File: src/rtl/sobel_pkg.sv
//------------------------------------------------------------------------------
// sobel_pkg : shared types and default geometry for the Sobel window controller
// Revision  : 1.0  initial release
//------------------------------------------------------------------------------
`default_nettype none

package sobel_pkg;

  localparam int DEF_IMG_W = 640;
  localparam int DEF_IMG_H = 480;

  typedef enum logic [1:0] {
    IDLE  = 2'd0,
    RUN   = 2'd1,
    FLUSH = 2'd2
  } state_t;

  typedef struct packed {
    logic valid;
    logic border;
    logic sof;
    logic eof;
  } tag_t;

  localparam tag_t TAG_NONE = '0;

endpackage

`default_nettype wire

File: src/rtl/sobel_tag_pipe.sv
//------------------------------------------------------------------------------
// sobel_tag_pipe : LAT-stage tag delay line with advance enable and sync clear
// Revision       : 1.0  initial release
//------------------------------------------------------------------------------
`default_nettype none

module sobel_tag_pipe
  import sobel_pkg::*;
#(
  parameter int LAT = 2
) (
  input  logic clk,
  input  logic rst,
  input  logic adv,
  input  logic clr,
  input  tag_t din,
  output tag_t dout
);

  tag_t r_stage [LAT];

  always_ff @(posedge clk or negedge rst) begin
    if (!rst) begin
      for (int i = 0; i < LAT; i++) r_stage[i] <= TAG_NONE;
    end else if (clr) begin
      for (int i = 0; i < LAT; i++) r_stage[i] <= TAG_NONE;
    end else if (adv) begin
      r_stage[0] <= din;
      for (int i = 1; i < LAT; i++) r_stage[i] <= r_stage[i-1];
    end
  end

  assign dout = r_stage[LAT-1];

endmodule

`default_nettype wire

File: src/rtl/sobel_window_ctrl.sv
//------------------------------------------------------------------------------
// sobel_window_ctrl : pixel-stream sequencer for the 3x3 Sobel window datapath
// Revision          : 1.0  initial release
//------------------------------------------------------------------------------
`default_nettype none

module sobel_window_ctrl
  import sobel_pkg::*;
#(
  parameter int IMG_W = DEF_IMG_W,
  parameter int IMG_H = DEF_IMG_H,
  parameter int LAT   = 2,
  parameter int CW    = $clog2(IMG_W),
  parameter int RW    = $clog2(IMG_H + 1)
) (
  input  logic          clk,
  input  logic          rst,
  input  logic          in_valid,
  input  logic          in_sof,
  output logic          in_ready,
  input  logic          out_ready,
  output logic          lb_we,
  output logic [CW-1:0] lb_addr,
  output logic          win_shift,
  output logic          out_valid,
  output logic          out_border,
  output logic          out_sof,
  output logic          out_eof,
  output logic          busy,
  output logic          err_sof
);

  localparam logic [CW-1:0] COL_LAST = CW'(IMG_W - 1);
  localparam logic [RW-1:0] ROW_LAST = RW'(IMG_H - 1);
  localparam logic [RW-1:0] ROW_VIRT = RW'(IMG_H);

  state_t        r_state;
  logic [CW-1:0] r_col;
  logic [RW-1:0] r_row;
  logic [CW-1:0] r_ccol;
  logic [RW-1:0] r_crow;
  logic          r_err;

  logic w_in_ready;
  logic w_accept;
  logic w_sof_step;
  logic w_restart;
  logic w_step;
  logic w_produce;
  logic w_last_flush;
  tag_t w_tag;
  tag_t w_tag_out;

  // Combinational handshakes are gated by rst so every output reads 0 in reset.
  assign w_in_ready = rst && out_ready && (r_state != FLUSH);
  assign w_accept   = in_valid && w_in_ready;
  assign w_sof_step = w_accept && in_sof;
  assign w_restart  = w_sof_step && (r_state == RUN);

  always_comb begin
    w_step = 1'b0;
    case (r_state)
      IDLE:    w_step = w_sof_step;
      RUN:     w_step = w_accept;
      FLUSH:   w_step = rst && out_ready;
      default: w_step = 1'b0;
    endcase
  end

  // A step yields a result once the window holds the centre: k >= IMG_W+1.
  assign w_produce = !w_sof_step &&
                     ((r_state == FLUSH) || (r_row > RW'(1)) ||
                      ((r_row == RW'(1)) && (r_col != '0)));

  always_comb begin
    w_tag        = TAG_NONE;
    w_tag.valid  = w_step && w_produce;
    w_tag.border = w_tag.valid &&
                   ((r_crow == '0) || (r_crow == ROW_LAST) ||
                    (r_ccol == '0) || (r_ccol == COL_LAST));
    w_tag.sof    = w_tag.valid && (r_crow == '0) && (r_ccol == '0);
    w_tag.eof    = w_tag.valid && (r_crow == ROW_LAST) && (r_ccol == COL_LAST);
  end

  // The final flush step is the one that emits the bottom-right centre.
  assign w_last_flush = (r_state == FLUSH) && w_step &&
                        (r_crow == ROW_LAST) && (r_ccol == COL_LAST);

  always_ff @(posedge clk or negedge rst) begin
    if (!rst) begin
      r_state <= IDLE;
      r_col   <= '0;
      r_row   <= '0;
      r_ccol  <= '0;
      r_crow  <= '0;
      r_err   <= 1'b0;
    end else begin
      r_err <= w_restart;
      if (w_sof_step) begin
        r_state <= RUN;
        r_col   <= CW'(1);
        r_row   <= '0;
        r_ccol  <= '0;
        r_crow  <= '0;
      end else if (w_last_flush) begin
        r_state <= IDLE;
        r_col   <= '0;
        r_row   <= '0;
        r_ccol  <= '0;
        r_crow  <= '0;
      end else if (w_step) begin
        if (r_col == COL_LAST) begin
          r_col <= '0;
          if (r_row != ROW_VIRT) r_row <= r_row + RW'(1);
        end else begin
          r_col <= r_col + CW'(1);
        end
        if (w_produce) begin
          if (r_ccol == COL_LAST) begin
            r_ccol <= '0;
            r_crow <= r_crow + RW'(1);
          end else begin
            r_ccol <= r_ccol + CW'(1);
          end
        end
        if ((r_state == RUN) && (r_row == ROW_LAST) && (r_col == COL_LAST))
          r_state <= FLUSH;
      end
    end
  end

  sobel_tag_pipe #(
    .LAT (LAT)
  ) u_tag_pipe (
    .clk  (clk),
    .rst  (rst),
    .adv  (out_ready),
    .clr  (w_restart),
    .din  (w_tag),
    .dout (w_tag_out)
  );

  assign in_ready   = w_in_ready;
  assign win_shift  = w_step;
  assign lb_we      = w_step;
  assign lb_addr    = w_sof_step ? '0 : r_col;
  assign out_valid  = w_tag_out.valid;
  assign out_border = w_tag_out.border;
  assign out_sof    = w_tag_out.sof;
  assign out_eof    = w_tag_out.eof;
  assign busy       = (r_state != IDLE);
  assign err_sof    = r_err;

endmodule

`default_nettype wire

File: config.mk
export PLATFORM = sky130hd
export DESIGN_NAME = sobel_window_ctrl
export DESIGN_NICKNAME = d
export VERILOG_FILES = /design/src/rtl/sobel_pkg.sv /design/src/rtl/sobel_tag_pipe.sv /design/src/rtl/sobel_window_ctrl.sv
export SDC_FILE = /design/constraint.sdc
export NUM_CORES = 1
export LEC_CHECK = 0
export ABC_AREA = 1
export ABC_CLOCK_PERIOD_IN_PS = 2480
export CORE_ASPECT_RATIO = 0.75
export CORE_MARGIN = 1.5
export CORE_UTILIZATION = 45
export DETAILED_ROUTE_END_ITERATION = 8
export SETUP_SLACK_MARGIN = 0.4
export SLEW_MARGIN = 20
export SYNTH_ARGS = -nofsm -noshare
export SYNTH_HDL_FRONTEND = slang
export SYNTH_SLANG_ARGS = --single-unit
File: constraint.sdc
create_clock -name clk -period 2.48 [get_ports clk]
set_input_delay 0.248 -clock clk [delete_from_list [all_inputs] [get_ports clk]]
set_output_delay 0.248 -clock clk [all_outputs]
set_load 0.01 [all_outputs]
Word-level counts from Yosys, hierarchy flattened
Index checks and enable logic that the tools add are counted.
{"block": "op_classes", "addsub": 4, "order_cmp": 1, "n_eq_ne": 9, "n_reduce_logical": 40, "muxes": 27}
{"cell": "10-bit two-way mux", "count": 10}
{"cell": "9-bit two-way mux", "count": 10}
{"cell": "10-bit by 1-bit adder with 10-bit output (second input constant)", "count": 2}
{"cell": "10-bit equality test (second input constant)", "count": 2}
{"cell": "9-bit by 1-bit adder with 9-bit output (second input constant)", "count": 2}
{"cell": "9-bit equality test (second input constant)", "count": 2}
{"cell": "1-bit logical AND", "count": 18}
{"cell": "3-bit nonzero test", "count": 6}
{"cell": "8-bit two-way mux", "count": 2}
{"cell": "10-bit zero test", "count": 1}
{"cell": "10-bit nonzero test", "count": 1}
{"cell": "9-bit by 1-bit equality test with 1-bit output (second input constant)", "count": 1}
{"cell": "9-bit by 1-bit greater-than comparator with 1-bit output (second input constant)", "count": 1}
{"cell": "9-bit zero test", "count": 1}
{"cell": "9-bit inequality test (second input constant)", "count": 1}
{"cell": "2-bit two-way mux", "count": 4}
{"cell": "3-bit AND reduction", "count": 2}
{"cell": "1-bit logical OR", "count": 5}
{"cell": "2-bit AND reduction", "count": 2}
{"cell": "2-bit nonzero test", "count": 2}
{"cell": "1-bit case mux with 3 select lines", "count": 1}
{"cell": "2-bit by 1-bit equality test with 1-bit output (second input constant)", "count": 1}
{"cell": "2-bit equality test (second input constant)", "count": 1}
{"cell": "2-bit zero test", "count": 1}
{"cell": "other kinds (2)", "count": 2}
{"block": "word_totals", "out_inout_bits": 19, "word_cells": 95, "regBits": 49, "input_bits": 5}

Logic depth before layout (Yosys ltp)
{"block": "logic_depth", "depth_word": 11, "ltp_mapped": 12}

Cells and area by module
Synthesis repeated with hierarchy kept, for this count alone.
{"block": "hier_totals", "cells_unflattened": 460, "hier_area_um2": 3339.5}
{"mod": "sobel_window_ctrl", "instances": 1, "area_per_inst_um2": 2974.1, "cells_each": 421}
{"mod": "sobel_tag_pipe", "instances": 1, "area_per_inst_um2": 365.4, "cells_each": 39}

Least setup slack after synthesis
No wires, ideal clock.
{"block": "synth_timing", "path_kind": "register to register", "start": "register r_ccol[0]", "end": "register r_crow[8]", "setup_ns": 0.118, "stages_incl_launch_ff": 12, "path_slack_ns": 0.797, "arrival_ns": 1.565, "path_buffers": 1, "required_ns": 2.362, "cell_sequence": "dfrtp_1 -> ha_1 -> nand2_1 -> nor2_2 -> nand2_1 -> nor2_2 -> inv_1 -> nand2_1 -> nand3_4 -> buf_6 -> nand2_2 -> o21ai_2"}
{"block": "synth_via", "elab_chain_cells": 4, "word_cells_on_any_way": 8, "classes_between": "eq/ne (1); mux (2); reduce/logical (5)"}
{"item": "start: declaration", "line": "sobel_window_ctrl.sv:40", "source": "logic [CW-1:0] r_ccol;"}
{"item": "start signal: assignment", "line": "sobel_window_ctrl.sv:123", "source": "r_ccol <= r_ccol + CW'(1);"}
{"item": "10-bit equality test (*)", "line": "sobel_window_ctrl.sv:87, sobel_window_ctrl.sv:119"}
{"item": "1-bit logical AND", "line": "sobel_window_ctrl.sv:87", "source": "(r_crow == ROW_LAST) && (r_ccol == COL_LAST);"}
{"item": "3-bit nonzero test (no line) / 9-bit two-way mux (equally long branches)"}
{"item": "3-bit AND reduction (no line) / 9-bit two-way mux (equally long branches)"}
{"item": "end signal: assignment", "line": "sobel_window_ctrl.sv:121", "source": "r_crow <= r_crow + RW'(1);"}
{"item": "end: declaration", "line": "sobel_window_ctrl.sv:41", "source": "logic [RW-1:0] r_crow;"}
Mark *: on every way between the ends. The rest lies on a longest branch, timed or not.
A chain may end at the register's enable or synchronous reset.

Final worst setup path
{"block": "layout_timing", "start": "input out_ready", "end": "output lb_we"}
{"block": "layout_via", "elab_chain_cells": 5}
{"item": "start: declaration", "line": "sobel_window_ctrl.sv:21", "source": "input logic out_ready,"}
{"item": "1-bit logical AND (*)", "line": "sobel_window_ctrl.sv:55, sobel_window_ctrl.sv:65"}
{"item": "1-bit logical AND", "line": "sobel_window_ctrl.sv:55", "source": "assign w_in_ready = rst && out_ready && (r_state != FLUSH);"}
{"item": "1-bit logical AND", "line": "sobel_window_ctrl.sv:56", "source": "assign w_accept = in_valid && w_in_ready;"}
{"item": "1-bit logical AND", "line": "sobel_window_ctrl.sv:57", "source": "assign w_sof_step = w_accept && in_sof;"}
{"item": "1-bit case mux with 3 select lines (*)", "line": "sobel_window_ctrl.sv:62", "source": "case (r_state)"}
{"item": "end: declaration", "line": "sobel_window_ctrl.sv:22", "source": "output logic lb_we,"}
Marks and branches as above.

==> impl_summary.md <==
Outcome
The flow ran to the end, and the final reports show no timing, DRC or antenna violations.

Route
The routed design has a little over 8000 um of wire. After detailed routing, the average wire length per cell comes to roughly 13 um. The vias per cell is around 5.1. The initial DRC count is approximately 130.

The remaining antenna violation count is 0. The DRC violations left is 0. The vias after detailed routing is about 3100.

Before antenna repair, the detailed router went through 5 iterations.

Finish
Measured on the finished design, the core utilization comes to a little over half. The relative area change from synthesis to final layout is 16.6%. 0 antenna diodes ended up in the layout. The proportion of layout cells with a drive suffix above 1 is 11.0%. The filler cells instantiated in the layout total approximately 720.

The register area is approximately 1200 um^2. The multi-input combinational cells in the finished layout cover a total of 1860 um^2. In the final design database the tool counted ~520 nets.

Placed design
The estimated wirelength of the detail-placed design is approximately 5800 um. The number of buffers added on ports is 23. The worst slack after detailed placement is approximately 260 ps.

At the end of routability-driven placement, the weighted congestion stood at around 0.86.

Yosys
The synthesized netlist devotes roughly two fifths of its cell area to simple gates. Summing the sequential cell areas from Yosys gives 36.6% of the chip area. Of the post-synthesis cell area, the part taken by muxes is 0%. The synthesized netlist net count is 496.

Synthesis handed over a netlist of between 400 and 500 instances. The average instance in the mapped netlist occupies just under 7 um^2. Summing the areas of all compound-gate instances in the mapped netlist gives under 10% of the synthesized area. The number of different library cells used by synthesis comes to 36. The fraction of synthesized cell area in xor and xnor cells is approximately 2.4%. The main combinational cell family by area after synthesis is simple AND/OR/NAND/NOR gates. During synthesis, Yosys emitted a total of 0 warnings. The adder and majority gate portion of the synthesized area is about 3.4%. In this run, synthesis produced a sequential element count of about 50. After synthesis the cells add up to about 3400 um^2.

Floorplan
The chip width is ~100 um. The region available for standard cell placement spans ~7300 um^2. For this design the top-level I/O count stands at 24. For this configuration, the core starts out at a cell density of 46.2%.

The total number of placement rows is 27. The die outline area is about 8000 um^2. The floorplan step set the die height to between 70 and 80 um.

Worst setup path
The data required time at the worst endpoint is around 2200 ps. STA classifies the critical path startpoint as an input port. The type of destination of the critical path is an output port.

The setup path with the least slack is of type in -> out. In this run the worst path has a maximum fanout of 4. For the worst setup path, the data arrival time is ~1700 ps.

Timing
The final-layout setup total negative slack is 0 ps. The number of failing hold endpoints at the final stage came to 0. The worst path setup slack after routing is between 500 and 600 ps.

In the finished design, the share of the clock period the worst path needs comes to between 70% and 80%. Setup violations remaining at the end of the flow were counted as 0. Final hold analysis gives a worst-case slack of 80.2 ps.

The relative slew slack is between 50% and 60%. Subtracting the final worst setup slack from the clock period gives between 1500 and 2000 ps. The transition time at the pin with the least slew margin is a little over 700 ps. The max-slew violation count came to 0. Setup repair after global routing could not meet its margin everywhere. The maximum clock frequency is between 500 and 600 MHz. The final worst clock skew is ~9.7 ps.

Clock network
At the later pin of the worst-skew pair, clock insertion delay measures slightly above 300 ps. The clock-pin slew reported for the worst setup and hold paths after clock tree synthesis is about 100 ps. The clock tree root driver cell is sky130_fd_sc_hd__clkbuf_8. The TritonCTS clock tree is done. Counting along the longest clock path gives a buffer depth of 2. The number of buffers created by CTS is 5. The number of sinks driven by the clock tree is just under 50.

The maximum level of the CTS H-tree is 2.

Global routing
The number of global-route vias before repair is between 2000 and 3000. After global routing the overflow that remains totals 0. The first global-routing pass estimated between 10000 and 15000 um of wire. The number of antenna violations at the first check in global routing came to 0. Global routing used between 20 and 25% of the available tracks across all layers. The pin count of the biggest net entering global routing is 50.

Power and ir drop
IR analysis of the VDD net gives a maximum drop of around 360 uV. The fraction of power consumed by the clock network is 27.6%. The leakage component of the power is between 1.5 and 2 nW.

The combinational group share of total power is 31.6%. Internal power comes to between 1.5 and 2 mW. Power spread over the standard cell area amounts to 658 nW/um^2.

The share of total power consumed by net switching is between 30% and 40%. The portion of total power attributed to sequential cells is 40.9%. For this design the total switching power over the nets is 0.925 mW. The power after layout is approximately 2.6 mW.

Flow run
The max-cap violation count is 0.

Min path
The type of the tightest min-delay check is in -> async.
==> sequential cells by signal, indices dropped and copies added (netlist names) <==
signal and cells:
r_crow 9, r_col 10, u_tag_pipe.r_stage 4, u_tag_pipe.dout 4
r_ccol 10, err_sof 1, r_state 2, r_row 9
==> cell families after synthesis <==
| family | count (synthesis) |
|---|---|
| DFF | 49 |
| AOI/OAI and AO/OA | 46 |
| adders and majority gates | 9 |
| and+or+nand+nor | 288 |
| buffers and inverters | 81 |
| xor gates and xnor gates | 9 |
==> cells in the final DEF (no fill, tap or decap), drive strengths merged, types with 6 or more instances in the layout <==
cell	count
nor3	12
o21ai	33
nand3	44
dfrtp	49
nand4	24
dlygate4sd2	7
ha	9
clkdlybuf4s50	10
buf	11
xor2	8
a21oi	6
inv	67
nor2	62
nand2	143
==> per-layer routing <==
metal	GRT usage (%)	up-vias	part of all wire [%]
li1	-	1607	-
met1	33.8	1456	53
met2	31.3	64	42
met3	4.41	4	4.5
met4	3.56	0	0.41
met5	0	-	0
==> final cells by class <==
cell class | count | area share, %
clock buffers | 5 | 1.76
clock inverters | 3 | 1.76
repair buffers | 33 | 7.78
well taps | 101 | 3.23
inverters | 67 | 6.46
multi-input cells | 353 | 47.6
flip-flops and latches | 49 | 31.4
==> synth_stat cells (all sizes together) <==
library cell / count / area, um^2
ha: 9 / 113
nand2: 143 / 552
o211ai: 2 / 33.8
inv: 66 / 248
clkbuf: 1 / 3.75
nor2: 62 / 243
nor4: 1 / 6.26
or2: 1 / 6.26
o21ai: 33 / 199
nand4: 24 / 171
dfrtp: 49 / 1230
a31oi: 1 / 6.26
clkinv: 1 / 5.00
xor2: 8 / 70.1
a21oi: 6 / 30.0
nor3: 12 / 60.1
nand3b: 1 / 7.51
buf: 13 / 82.6
o21bai: 2 / 15.0
and3: 1 / 6.26
o22ai: 2 / 12.5
xnor2: 1 / 8.76
nand3: 43 / 248
==> power by group through the flow <==
stage / Clock (mW) / Combinational [mW] / Sequential (mW)
2_1_floorplan: 0 / 0.550 / 1.03
3_3_place_gp: 0 / 0.786 / 1.06
3_5_place_dp: 0 / 0.799 / 1.07
4_1_cts: 0.727 / 0.793 / 1.05
5_1_grt: 0.764 / 0.936 / 1.08
6_report: 0.710 / 0.813 / 1.05
==> worst paths after layout <==
check | from | to | slack, ps | depth (start not counted)
setup / recovery | out_ready | lb_we | 510 | 8
hold / removal | rst | r_col[4]$_DFFE_PN0P_ | 80 | 2
setup reg to reg | r_crow[1]$_DFFE_PN0P_ | r_row[4]$_DFFE_PN0P_ | 550 | 8
hold reg to reg | u_tag_pipe.r_stage[4]$_DFFE_PN0P_ | u_tag_pipe.r_stage[4]$_DFFE_PN0P_ | 490 | 2
max in group asynchronous | rst | r_ccol[0]$_DFFE_PN0P_ | 1930 | 2
min in group clk | u_tag_pipe.r_stage[4]$_DFFE_PN0P_ | u_tag_pipe.r_stage[4]$_DFFE_PN0P_ | 490 | 2
==> critical path, cell delays in order <==
cell and delay (ps):
sky130_fd_sc_hd__clkdlybuf4s50_1 490, sky130_fd_sc_hd__nand2_2 100, sky130_fd_sc_hd__clkinv_2 90, sky130_fd_sc_hd__nand3_1 110, sky130_fd_sc_hd__nor2_4 140, sky130_fd_sc_hd__nand2_1 60
sky130_fd_sc_hd__nand3_1 170, sky130_fd_sc_hd__dlygate4sd2_1 300
==> metrics by stage <==
stage,std cells,instance area (um^2)
floorplan,482,3350
global placement,599,3670
detailed placement,599,3670
CTS,610,3830
global route,611,3910
finish,611,3910
==> timing repair <==
item                       CTS  global route
pin swaps                    0             1
hold buffers                 0             0
setup endpoints to repair   12            29
resized for setup           12            16
cloned                       1             1
setup buffers                2             0
(Power assumes the default switching activity.)
